## config.mk

```make
export PLATFORM = sky130hd
export DESIGN_NAME = start_fifo_rd_ctrl
export DESIGN_NICKNAME = d
export VERILOG_FILES = /design/src/rtl/start_fifo_rd_ctrl.sv
export SDC_FILE = /design/constraint.sdc
export NUM_CORES = 1
export LEC_CHECK = 0
export BUFFER_PORTS_ARGS = -buffer_cell sky130_fd_sc_hd__buf_2
export CAP_MARGIN = 20
export CORE_AREA = 3 3 40 42
export CTS_CLUSTER_SIZE = 24
export DETAILED_ROUTE_END_ITERATION = 16
export DIE_AREA = 0 0 43 45
export HOLD_SLACK_MARGIN = 0.08
export REMOVE_ABC_BUFFERS = 1
export SYNTH_ARGS = -nofsm -noshare
export SYNTH_HDL_FRONTEND = slang
export SYNTH_SLANG_ARGS = --single-unit
```

## constraint.sdc

```tcl
create_clock -name ap_clk -period 2.1 [get_ports ap_clk]
set_clock_uncertainty 0.2 [all_clocks]
set_input_delay 0.42 -clock ap_clk [delete_from_list [all_inputs] [get_ports ap_clk]]
set_output_delay 0.42 -clock ap_clk [all_outputs]
set_load 0.05 [all_outputs]
```

## src/rtl/start_fifo_rd_ctrl.sv

```systemverilog
// FWFT read-side controller wrapping an external shift-register store, with one registered output slot.
// Latency: a write into an empty block is visible on if_dout/if_empty_n two cycles later.
// Backpressure: if_full_n drops when the shift register holds DEPTH entries, even if a read happens that cycle.
//
// Ports:
//   ap_clk, ap_rst_n      clock and asynchronous active-low reset
//   if_write/if_din       producer side, accepted when if_full_n is high
//   if_full_n             space available in the shift register
//   srl_we/srl_din        shift enable and data into the external shift register
//   srl_addr/srl_dout     tap select (oldest entry) and its combinational data
//   if_read               consumer pop request, effective when if_empty_n is high
//   if_empty_n/if_dout    registered head-of-queue valid flag and data
//   if_num_data_valid     occupancy (shift register + output slot), only when
//                         START_FIFO_RD_OCC_EN is defined
//
// Total capacity is DEPTH+1: DEPTH entries in the shift register plus the
// output register.
module start_fifo_rd_ctrl #(
    parameter int DATA_WIDTH = 1,
    parameter int ADDR_WIDTH = 1,
    parameter int DEPTH      = 2
) (
    input  logic                  ap_clk,
    input  logic                  ap_rst_n,
    input  logic                  if_write,
    input  logic [DATA_WIDTH-1:0] if_din,
    output logic                  if_full_n,
    output logic                  srl_we,
    output logic [DATA_WIDTH-1:0] srl_din,
    output logic [ADDR_WIDTH-1:0] srl_addr,
    input  logic [DATA_WIDTH-1:0] srl_dout,
    input  logic                  if_read,
    output logic                  if_empty_n,
    output logic [DATA_WIDTH-1:0] if_dout
`ifdef START_FIFO_RD_OCC_EN
    ,
    output logic [ADDR_WIDTH:0]   if_num_data_valid
`endif
);

    localparam int              CNT_W    = ADDR_WIDTH + 1;
    localparam logic [CNT_W-1:0] CNT_FULL = CNT_W'(DEPTH);
    localparam logic [CNT_W-1:0] CNT_ONE  = CNT_W'(1);

    // EMPTY: output slot empty. HEAD: only the output slot holds a token.
    // BUFFERED: output slot valid and the shift register holds more.
    typedef enum logic [1:0] {
        ST_EMPTY    = 2'b00,
        ST_HEAD     = 2'b01,
        ST_BUFFERED = 2'b11
    } state_t;

    state_t           state;
    state_t           state_nxt;
    logic [CNT_W-1:0] srl_cnt;
    logic [CNT_W-1:0] cnt_nxt;
    logic             out_vld;
    logic             srl_nonempty;
    logic             push;
    logic             pop;
    logic             load;

    assign out_vld      = (state != ST_EMPTY);
    assign srl_nonempty = (srl_cnt != '0);

    // Gated with reset so a producer sees no space while the block is held in reset.
    assign if_full_n  = (srl_cnt != CNT_FULL) & ap_rst_n;
    assign push       = if_write & if_full_n;
    assign pop        = if_read & out_vld;

    // Refill the output slot whenever it is (or is about to become) free and
    // the shift register has something to give.
    assign load       = srl_nonempty & (~out_vld | pop);

    assign srl_we     = push;
    assign srl_din    = if_din;
    assign if_empty_n = out_vld;

    // The oldest entry sits at tap srl_cnt-1. When a push and a load coincide
    // the tap is read before the shift, and after the shift the next-oldest
    // entry lands at the same tap, so order is preserved.
    assign srl_addr   = srl_nonempty ? ADDR_WIDTH'(srl_cnt - CNT_ONE) : '0;

    assign cnt_nxt    = srl_cnt + CNT_W'(push) - CNT_W'(load);

    always_comb begin
        state_nxt = state;
        case (state)
            ST_EMPTY: begin
                if (load) begin
                    // A push in the same cycle keeps the shift register non-empty.
                    state_nxt = (cnt_nxt == '0) ? ST_HEAD : ST_BUFFERED;
                end
            end
            ST_HEAD: begin
                // Shift register is empty, so a pop cannot be refilled this
                // cycle; a concurrent push lands in the shift register.
                if (pop) begin
                    state_nxt = ST_EMPTY;
                end else if (push) begin
                    state_nxt = ST_BUFFERED;
                end
            end
            ST_BUFFERED: begin
                // Here every pop is paired with a load.
                if (pop && cnt_nxt == '0) begin
                    state_nxt = ST_HEAD;
                end
            end
            default: begin
                state_nxt = ST_EMPTY;
            end
        endcase
    end

    always_ff @(posedge ap_clk or negedge ap_rst_n) begin
        if (!ap_rst_n) begin
            state   <= ST_EMPTY;
            srl_cnt <= '0;
            if_dout <= '0;
        end else begin
            state   <= state_nxt;
            srl_cnt <= cnt_nxt;
            if (load) begin
                if_dout <= srl_dout;
            end
        end
    end

`ifdef START_FIFO_RD_OCC_EN
    logic out_vld_nxt;

    assign out_vld_nxt = load | (out_vld & ~pop);

    // Registered so it tracks srl_cnt + out_vld without a combinational adder on the output.
    always_ff @(posedge ap_clk or negedge ap_rst_n) begin
        if (!ap_rst_n) begin
            if_num_data_valid <= '0;
        end else begin
            if_num_data_valid <= cnt_nxt + CNT_W'(out_vld_nxt);
        end
    end
`endif

endmodule

```

# [Word-level counts from Yosys, hierarchy flattened]
# Index checks and enable logic that the tools add are counted.
[totals] reg_bits=5 input_bits=6 output_inout_bits=6 word_cells=31
[op_classes] add_sub_neg=3 eq_ne=6 mux=7 bitwise=6 n_reduce_logical=6
[ops] operator="2-bit 2-to-1 mux" count=5
[ops] operator="2-bit inequality test, second input constant" count=3
[ops] operator="2-bit one-hot mux with 3 select lines" count=1
[ops] operator="1-bit AND" count=4
[ops] operator="2-bit logical NOT" count=2
[ops] operator="2-bit nonzero test" count=2
[ops] operator="3-bit inequality test, second input constant" count=1
[ops] operator="3-bit AND reduction" count=1
[ops] operator="2-bit by 1-bit adder with 2-bit output" count=1
[ops] operator="2-bit by 1-bit == test with 1-bit output, second input constant" count=1
[ops] operator="2-bit == test, second input constant" count=1
[ops] operator="2-bit by 1-bit subtractor with 2-bit output" count=1
[ops] operator="1-bit logical AND" count=1
[ops] operator="1-bit 2-to-1 mux" count=1
[ops] operator="1-bit NOT" count=1
[ops] operator="1-bit OR" count=1
[ops] operator="1-bit subtractor, second input constant" count=1

# [Longest topological paths before layout]
# Gate-level depths: netlist (run 1).
[depth] depth_word=9 mapped_depth=8 mapped_depth_nobuf=8

# [Least setup slack after synthesis (run 1)]
# Ideal clock, no wire load.
[synth_path] path_kind="flip-flop to flip-flop" start="register srl_cnt[1]" end="register state[1]" arrival_time_ps=1866 path_slack_ps=-97 stages_incl_launch_ff=7 path_buffers=0 synth_period_minus_slack_ps=2197 cell_sequence="dfrtp_1 -> or2b_1 -> and3_1 -> ha_1 -> xor3_2 -> o311ai_2 -> nand3_1"
[synth_via] elab_chain_cells=9 elab_cells_between_ends=16 cone_classes="add/sub: 2; eq/ne: 4; mux: 3; bitwise: 3; reduce/logical: 4"
[synth_rtl] item="from (decl)" line="55" rtl="logic [CNT_W-1:0] srl_cnt;"
[synth_rtl] item="from (signal assigned)" line="123" rtl="srl_cnt <= cnt_nxt;"
[synth_rtl] item="2-bit inequality test *" line="67" rtl="assign if_full_n = (srl_cnt != CNT_FULL) & ap_rst_n;"
[synth_rtl] item="1-bit AND *" line="67"
[synth_rtl] item="1-bit AND *" line="68" rtl="assign push = if_write & if_full_n;"
[synth_rtl] item="net srl_we" line="28" rtl="output logic srl_we,"
[synth_rtl] item="2-bit by 1-bit adder with 2-bit output *" line="84" rtl="assign cnt_nxt = srl_cnt + CNT_W'(push) - CNT_W'(load);"
[synth_rtl] item="2-bit by 1-bit subtractor with 2-bit output *" line="84"
[synth_rtl] item="net cnt_nxt[1]" line="56" rtl="logic [CNT_W-1:0] cnt_nxt;"
[synth_rtl] item="2-bit logical NOT *" line="92, 106"
[synth_rtl] item="2-bit 2-to-1 mux or 1-bit logical AND (tied branches)" line="92, 106"
[synth_rtl] item="2-bit 2-to-1 mux or 2-bit inequality test (tied branches)"
[synth_rtl] item="2-bit one-hot mux with 3 select lines or 3-bit AND reduction (tied branches)"
[synth_rtl] item="to (signal assigned)" line="122" rtl="state <= state_nxt;"
[synth_rtl] item="to (decl)" line="53" rtl="state_t state;"
# Mark *: on every way through the listed nets, which the timed path passes. The rest lies on a longest branch. The select of a mux whose other input is x is not followed.
# A chain may end at the register's enable or synchronous reset.

# [Final worst setup path (run 1)]
[layout_path] start="register srl_cnt[1]" end="register state[1]"
[layout_via] elab_cells_between_ends=16 cone_classes="add/sub: 2; eq/ne: 4; mux: 3; bitwise: 3; reduce/logical: 4"
[layout_lines] item="2-bit nonzero test *" line="64" rtl="assign srl_nonempty = (srl_cnt != '0);"
[layout_lines] item="1-bit AND *" line="73" rtl="assign load = srl_nonempty & (~out_vld | pop);"
[layout_lines] item="net load" line="61" rtl="logic load;"
[layout_lines] item="2-bit by 1-bit subtractor with 2-bit output *" line="84"
[layout_lines] item="net cnt_nxt[1]" line="56"
[layout_lines] item="2-bit logical NOT *" line="92, 106"
[layout_lines] item="2-bit 2-to-1 mux or 1-bit logical AND (tied branches)" line="92, 106"
[layout_lines] item="2-bit 2-to-1 mux or 2-bit inequality test (tied branches)"
[layout_lines] item="2-bit one-hot mux with 3 select lines or 3-bit AND reduction (tied branches)"
# Marks and branches as above.

==> results by group, run 1 <==
Cells and area
  • Antenna diodes: 0
  • Final net count: 58
  • Share of post-route cells with drive strength above 1: 53.1%
  • Syn-to-layout area delta: 55.4%
  • Fin util: 36.6%
  • Design Area, Final: 470 sq um
  • Multi-input combinational cell area: 166 sq um
  • Fillers: between 100 and 150
  • Fin cells: 64
  • Total area of sequential cells: 125 sq um

Detailed routing
  • Via count: 273
  • Vias/cell: 4.27
  • Initial DRC Count: 6
  • Antenna Violating Nets Remaining: 0
  • Post-Route WL: 644 microns
  • Routed len/inst: a little over 10 microns
  • First-pass DRT Iterations: 4
  • Residual DRC count: 0

Timing
  • Worst slew margin: 83.6%
  • Max frequency: 477 MHz
  • RSZ-0062 raised after global routing: yes
  • Worst hold slack: 0.217 ns
  • Part of the cycle the worst path needs: 99.8%
  • Final Setup Violations: 0
  • Final hold violation count: 0
  • Slew @ Worst Pin: 0.248 ns
  • Final Max Slew Viols: 0
  • Fin crit period: 2.09 ns

Place
  • Placed cells: 59
  • Port bufs: 9
  • Post-place instance area: 419 sq um
  • Hpwl dp: between 500 and 600 microns
  • Final Wtd Congestion: 0.761

Synthesis
  • Yosys warnings: 0
  • Register area share after synthesis: 41.3%
  • Synth async-reset ratio: 100%
  • Cell count after synthesis: 28
  • Top_reg_cell synth: dfrtp_1
  • Top cells by count, synth: 5 x dfrtp_1, 5 x inv_1, 2 x ha_1, 2 x o21ai_0
  • Syn_area_per_cell: 10.8 sq um
  • Area leader, netlist: dfrtp_1
  • Yosys reg bits: 5
  • Post-synth EDFFs: 0
  • Netlist cell types: 18
  • Top post-synthesis cells by area: dfrtp_1 41%, ha_1 8.3%, xor3_2 8.3%
  • Top cell type's share of synthesized area: 41.3%
  • Synthesized area: 303 sq um

Worst setup path
  • Crit path cell chain: o22a_2 -> ha_4 -> inv_1 -> ha_1 -> xor3_2 -> o311ai_2 -> nand3_1
  • Crit path launch type: flop
  • Worst path bufs/invs: 1
  • Slowest CP cell: dfrtp_1
  • CP peak stage delay: 0.39 ns
  • Critical setup path kind: reg -> reg
  • Crit-path leading delay family: compound AO/OA/AOI/OAI gates
  • Worst setup EP type: flop
  • CP max FO: 3
  • CP Data Required Time: 2.00 ns
  • Critical path arrival: roughly 2.0 ns

Floorplanning
  • Initial core utilization: 23.6%
  • Floorplan core area: 1280 sq um
  • Num rows: 13
  • Die X: 43 microns
  • Die area: 1940 sq um
  • I/O pins: 12
  • Height of the chip: about 45 microns

Clock tree
  • Clk pin slew, worst setup/hold paths: roughly 0.040 ns
  • H-tree depth: 1
  • CTS Sinks: 5
  • Clock Latency Late Sink: 0.23 ns
  • CTS Buf Count: 3
  • CTS root buf: clkbuf_4
  • CTS tree: built
  • Clock Path Buffers: 2
  • Post-CTS setup buffer count: 0

Global route
  • Largest net degree at the start of global routing: 6
  • Vias in the first global route: 253
  • Initial antenna violation count: 0
  • Global-route wire length before repair: 1060 microns
  • Grt ovf: 0
  • Total track usage: under 10%

Run status
  • Run status: finished, final reports clean

Run
  • MaxCap Viol Count: 0

Worst hold path
  • HP Class: in -> reg
-- worst register-to-register path, stage by stage (launching register included) --
cell	delay, ns
dfrtp_1	0.39
o22a_2	0.27
ha_4	0.26
inv_1	0.03
ha_1	0.17
xor3_2	0.27
o311ai_2	0.23
nand3_1	0.13
-- cell type report --
class | count | share of cell area, %
Timing Repair Buffer | 18 | 24.5
Inverter | 5 | 3.99
Clock buffer | 4 | 5.59
Tap cell | 15 | 3.99
Multi-Input combinational cell | 17 | 35.4
Sequential cell | 5 | 26.6
-- per-stage QoR --
stage / worst slack [ns] / setup TNS, ns
after floorplan: -0.0975 / -0.0975
after global placement: -0.0424 / -0.0424
after detailed placement: -0.0936 / -0.0936
after CTS: -0.000757 / -0.000757
after global routing: -0.0385 / -0.0385
final: 0.00519 / 0
-- placed cells by master (no fill, tap or decap), types with 2 or more instances in the layout --
| master | synthesis | final |
|---|---|---|
| inv_1 | 5 | 5 |
| clkbuf_4 | 0 | 3 |
| buf_2 | 0 | 9 |
| buf_4 | 1 | 8 |
| dfrtp_1 | 5 | 5 |
| o21ai_0 | 2 | 2 |
-- routing by layer --
layer,vias up,global-route usage (%),share of wire [%]
li1,139,-,-
met3,2,5.18,6.2
met5,-,0,0
met4,0,3.61,1.2
met2,7,11.4,49
met1,125,9.38,43
-- state kept, by name, indices dropped and copies added (netlist names) --
| register | count |
|---|---|
| if_dout | 1 |
| srl_cnt | 2 |
| state | 2 |
-- path summary, 6_finish.rpt --
check	from	end	slack [ns]	depth (start not counted)
setup / recovery	srl_cnt[1]	state[1]	0.005	7
hold / removal	srl_dout	if_dout	0.22	2
setup reg to reg	srl_cnt[1]	state[1]	0.005	7
hold reg to reg	if_dout	if_dout	0.30	1
max in group asynchronous	ap_rst_n	state[0]	1.02	3
min in group asynchronous	ap_rst_n	if_dout	0.49	3
-- what timing repair did --
item | CTS | global route
endpoints found under the setup margin | 1 | 1
hold buffers | 1 | 0
hold endpoints to repair | 5 | 0
resized for setup | 0 | 2
-- logic make-up after synthesis --
| family | count (synthesis) | synth area share, % |
|---|---|---|
| compound gates | 5 | 14.9 |
| xor+xnor | 1 | 8.26 |
| fa+ha+maj | 2 | 8.26 |
| buf+inv | 6 | 8.68 |
| flops | 5 | 41.3 |
| mux | 1 | 3.72 |
| simple gates | 8 | 14.9 |
Power of run 1 is not shown: default switching activity piles up to over one toggle a cycle in this logic, so the estimate is an artifact.
==> inputs of run 2 (changes only) <==
--- a/config.mk
+++ b/config.mk
@@ -12,7 +12,6 @@
 export DETAILED_ROUTE_END_ITERATION = 16
 export DIE_AREA = 0 0 43 45
 export HOLD_SLACK_MARGIN = 0.08
-export REMOVE_ABC_BUFFERS = 1
 export SYNTH_ARGS = -nofsm -noshare
 export SYNTH_HDL_FRONTEND = slang
 export SYNTH_SLANG_ARGS = --single-unit
==> results by group, run 2 (synthesized netlist as in run 1, its figures left out) <==
Power
  • Clk network pwr share: 12.3%
  • Sequential share of power: 21.1%
  • NetSw: 394 uW
  • P_int: 481 uW
  • Leak pwr: 0.245 nW
  • Max VDD drop: ~470 uV
  • Logic pwr share: 66.6%
  • Switch share: 45.0%
  • Power Dens Cells: 1900 nW/um^2
  • Total power: 874 uW

Worst setup path
  • Reg-to-reg endpoint: state[1]
  • R2r startpoint: state[1]
  • Worst setup EP type: flop
  • Crit path launch type: flop
  • Critical setup path kind: reg -> reg
  • FF-to-FF path depth: 8
  • CP max FO: 3
  • CP Data Required Time: 2.00 ns
  • Critical path arrival: 1.94 ns
  • Flop2flop setup slack: 0.06 ns

Worst hold path
  • HP Class: in -> reg
  • Hold path depth: 2
  • Hold Crit Endpoint: if_dout
  • Min-delay src: srl_dout

Place
  • Final Wtd Congestion: 0.802
  • Port bufs: 9
  • Hpwl dp: 529 microns

Floorplanning
  • Die area: approximately 1900 sq um
  • Die X: ~43 microns
  • Num rows: 13
  • Height of the chip: 45 microns
  • I/O pins: 12
  • Floorplan core area: 1280 sq um
  • Initial core utilization: 23.6%

Cells and area
  • Biggest regs: srl_cnt (2), state (2), if_dout (1)
  • Antenna diodes: 0
  • Most frequent cells in the layout: 9 x buf_2, 8 x buf_4, 5 x inv_1, 5 x dfrtp_1, 3 x clkbuf_4
  • Syn-to-layout area delta: 51.7%
  • Most common cell after layout, fill and taps aside: buf_2
  • Fillers: 142
  • Final net count: 58
  • Share of post-route cells with drive strength above 1: 53.1%

Detailed routing
  • Post-Route WL: 642 microns
  • Antenna Violating Nets Remaining: 0
  • Residual DRC count: 0
  • Routed len/inst: 10.0 microns
  • Vias/cell: about 4
  • First-pass DRT Iterations: 2
  • Via count: 262
  • Initial DRC Count: 1

Clock tree
  • Clock Latency Late Sink: 0.24 ns
  • CTS Sinks: 5
  • Clock Path Buffers: 2
  • H-tree depth: 1
  • Clk pin slew, worst setup/hold paths: 0.04 ns
  • CTS root buf: clkbuf_4
  • CTS Buf Count: 3
  • CTS tree: built

Global route
  • Total track usage: 7.87%
  • Global-route wire length before repair: 1060 microns
  • Vias in the first global route: 261
  • Grt ovf: 0
  • Initial antenna violation count: 0
  • Largest net degree at the start of global routing: 6

Timing
  • Part of the cycle the worst path needs: between 90% and 100%
  • Slew @ Worst Pin: 0.252 ns
  • Final Setup Violations: 0
  • Fin crit period: 2.04 ns
  • Final Max Slew Viols: 0
  • Final hold violation count: 0
  • RSZ-0062 raised after global routing: yes
  • Max frequency: approximately 490 MHz
  • Worst hold slack: 0.218 ns
  • Worst slew margin: 83.3%

Run
  • MaxCap Viol Count: 0

Run status
  • Run status: finished, final reports clean

Synthesis
  • Mapped Nets: 36
==> run 2: power by group through the flow <==
stage | registers, mW | logic, mW | clock network (mW)
after detailed placement | 0.182 | 0.585 | 0
after global placement | 0.179 | 0.585 | 0
after CTS | 0.180 | 0.587 | 0.114
final | 0.184 | 0.582 | 0.107
after floorplan | 0.223 | 0.358 | 0
after global routing | 0.193 | 0.637 | 0.117
==> run 2: per-stage QoR <==
| step | instance area, sq um | worst slack (ns) | util, % | TNS (ns) | std cells |
|---|---|---|---|---|---|
| 3_3_place_gp | 420 | -0.0740 | 32.7 | -0.0740 | 59 |
| 4_1_cts | 457 | 0.0381 | 35.5 | 0 | 64 |
| 5_1_grt | 459 | -0.0819 | 35.7 | -0.0819 | 64 |
| 2_1_floorplan | 304 | 0.0299 | - | 0 | 28 |
| 6_report | 459 | 0.0607 | 35.7 | 0 | 64 |
| 3_5_place_dp | 420 | -0.0736 | 32.7 | -0.0736 | 59 |
==> run 2: routing by layer <==
layer / wire length (microns) / track usage, % / part of all wire [%]
met3: 34 / 2.79 / 5.3
met1: 270 / 8.80 / 42
met2: 337 / 11.7 / 52
met5: 0 / 0 / 0
met4: 0 / 7.23 / 0
==> run 2: worst max-delay path by stage <==
stage	start	to	slack, ns	cells after the start
finish	state[1]	state[1]	0.06	8
global route	srl_cnt[1]	state[1]	-0.08	7
CTS	state[1]	state[1]	0.04	8
detailed placement	if_read	state[1]	-0.07	8
global placement	if_read	state[1]	-0.07	8
floorplan	srl_cnt[0]	state[1]	0.03	6
==> run 2: final cells by class <==
type	instances	area (sq um)	area share [%]
multi-input combinational	17	155	33.8
sequential	5	125	27.2
timing repair buffer	18	115	25.1
clock buffer	4	26.3	5.72
inverter	5	18.8	4.09
tap	15	18.8	4.09
==> run 2: worst max-delay path, cell delays in order, from the launching register on <==
cell and delay [ns]:
dfrtp_1 0.39, nor2_2 0.05, o22a_2 0.19, ha_1 0.26
inv_1 0.06, ha_1 0.14, xor3_2 0.29, o311ai_2 0.22
nand3_1 0.11
==> run 2: what timing repair did <==
action | 4_1_cts | 5_1_grt
resized for setup | 0 | 1
hold buffers | 1 | 0
setup endpoints to repair | 0 | 1
buffers inserted | 0 | 0
hold endpoints to repair | 5 | 0
Note: power is estimated with default switching activity, not from simulation.
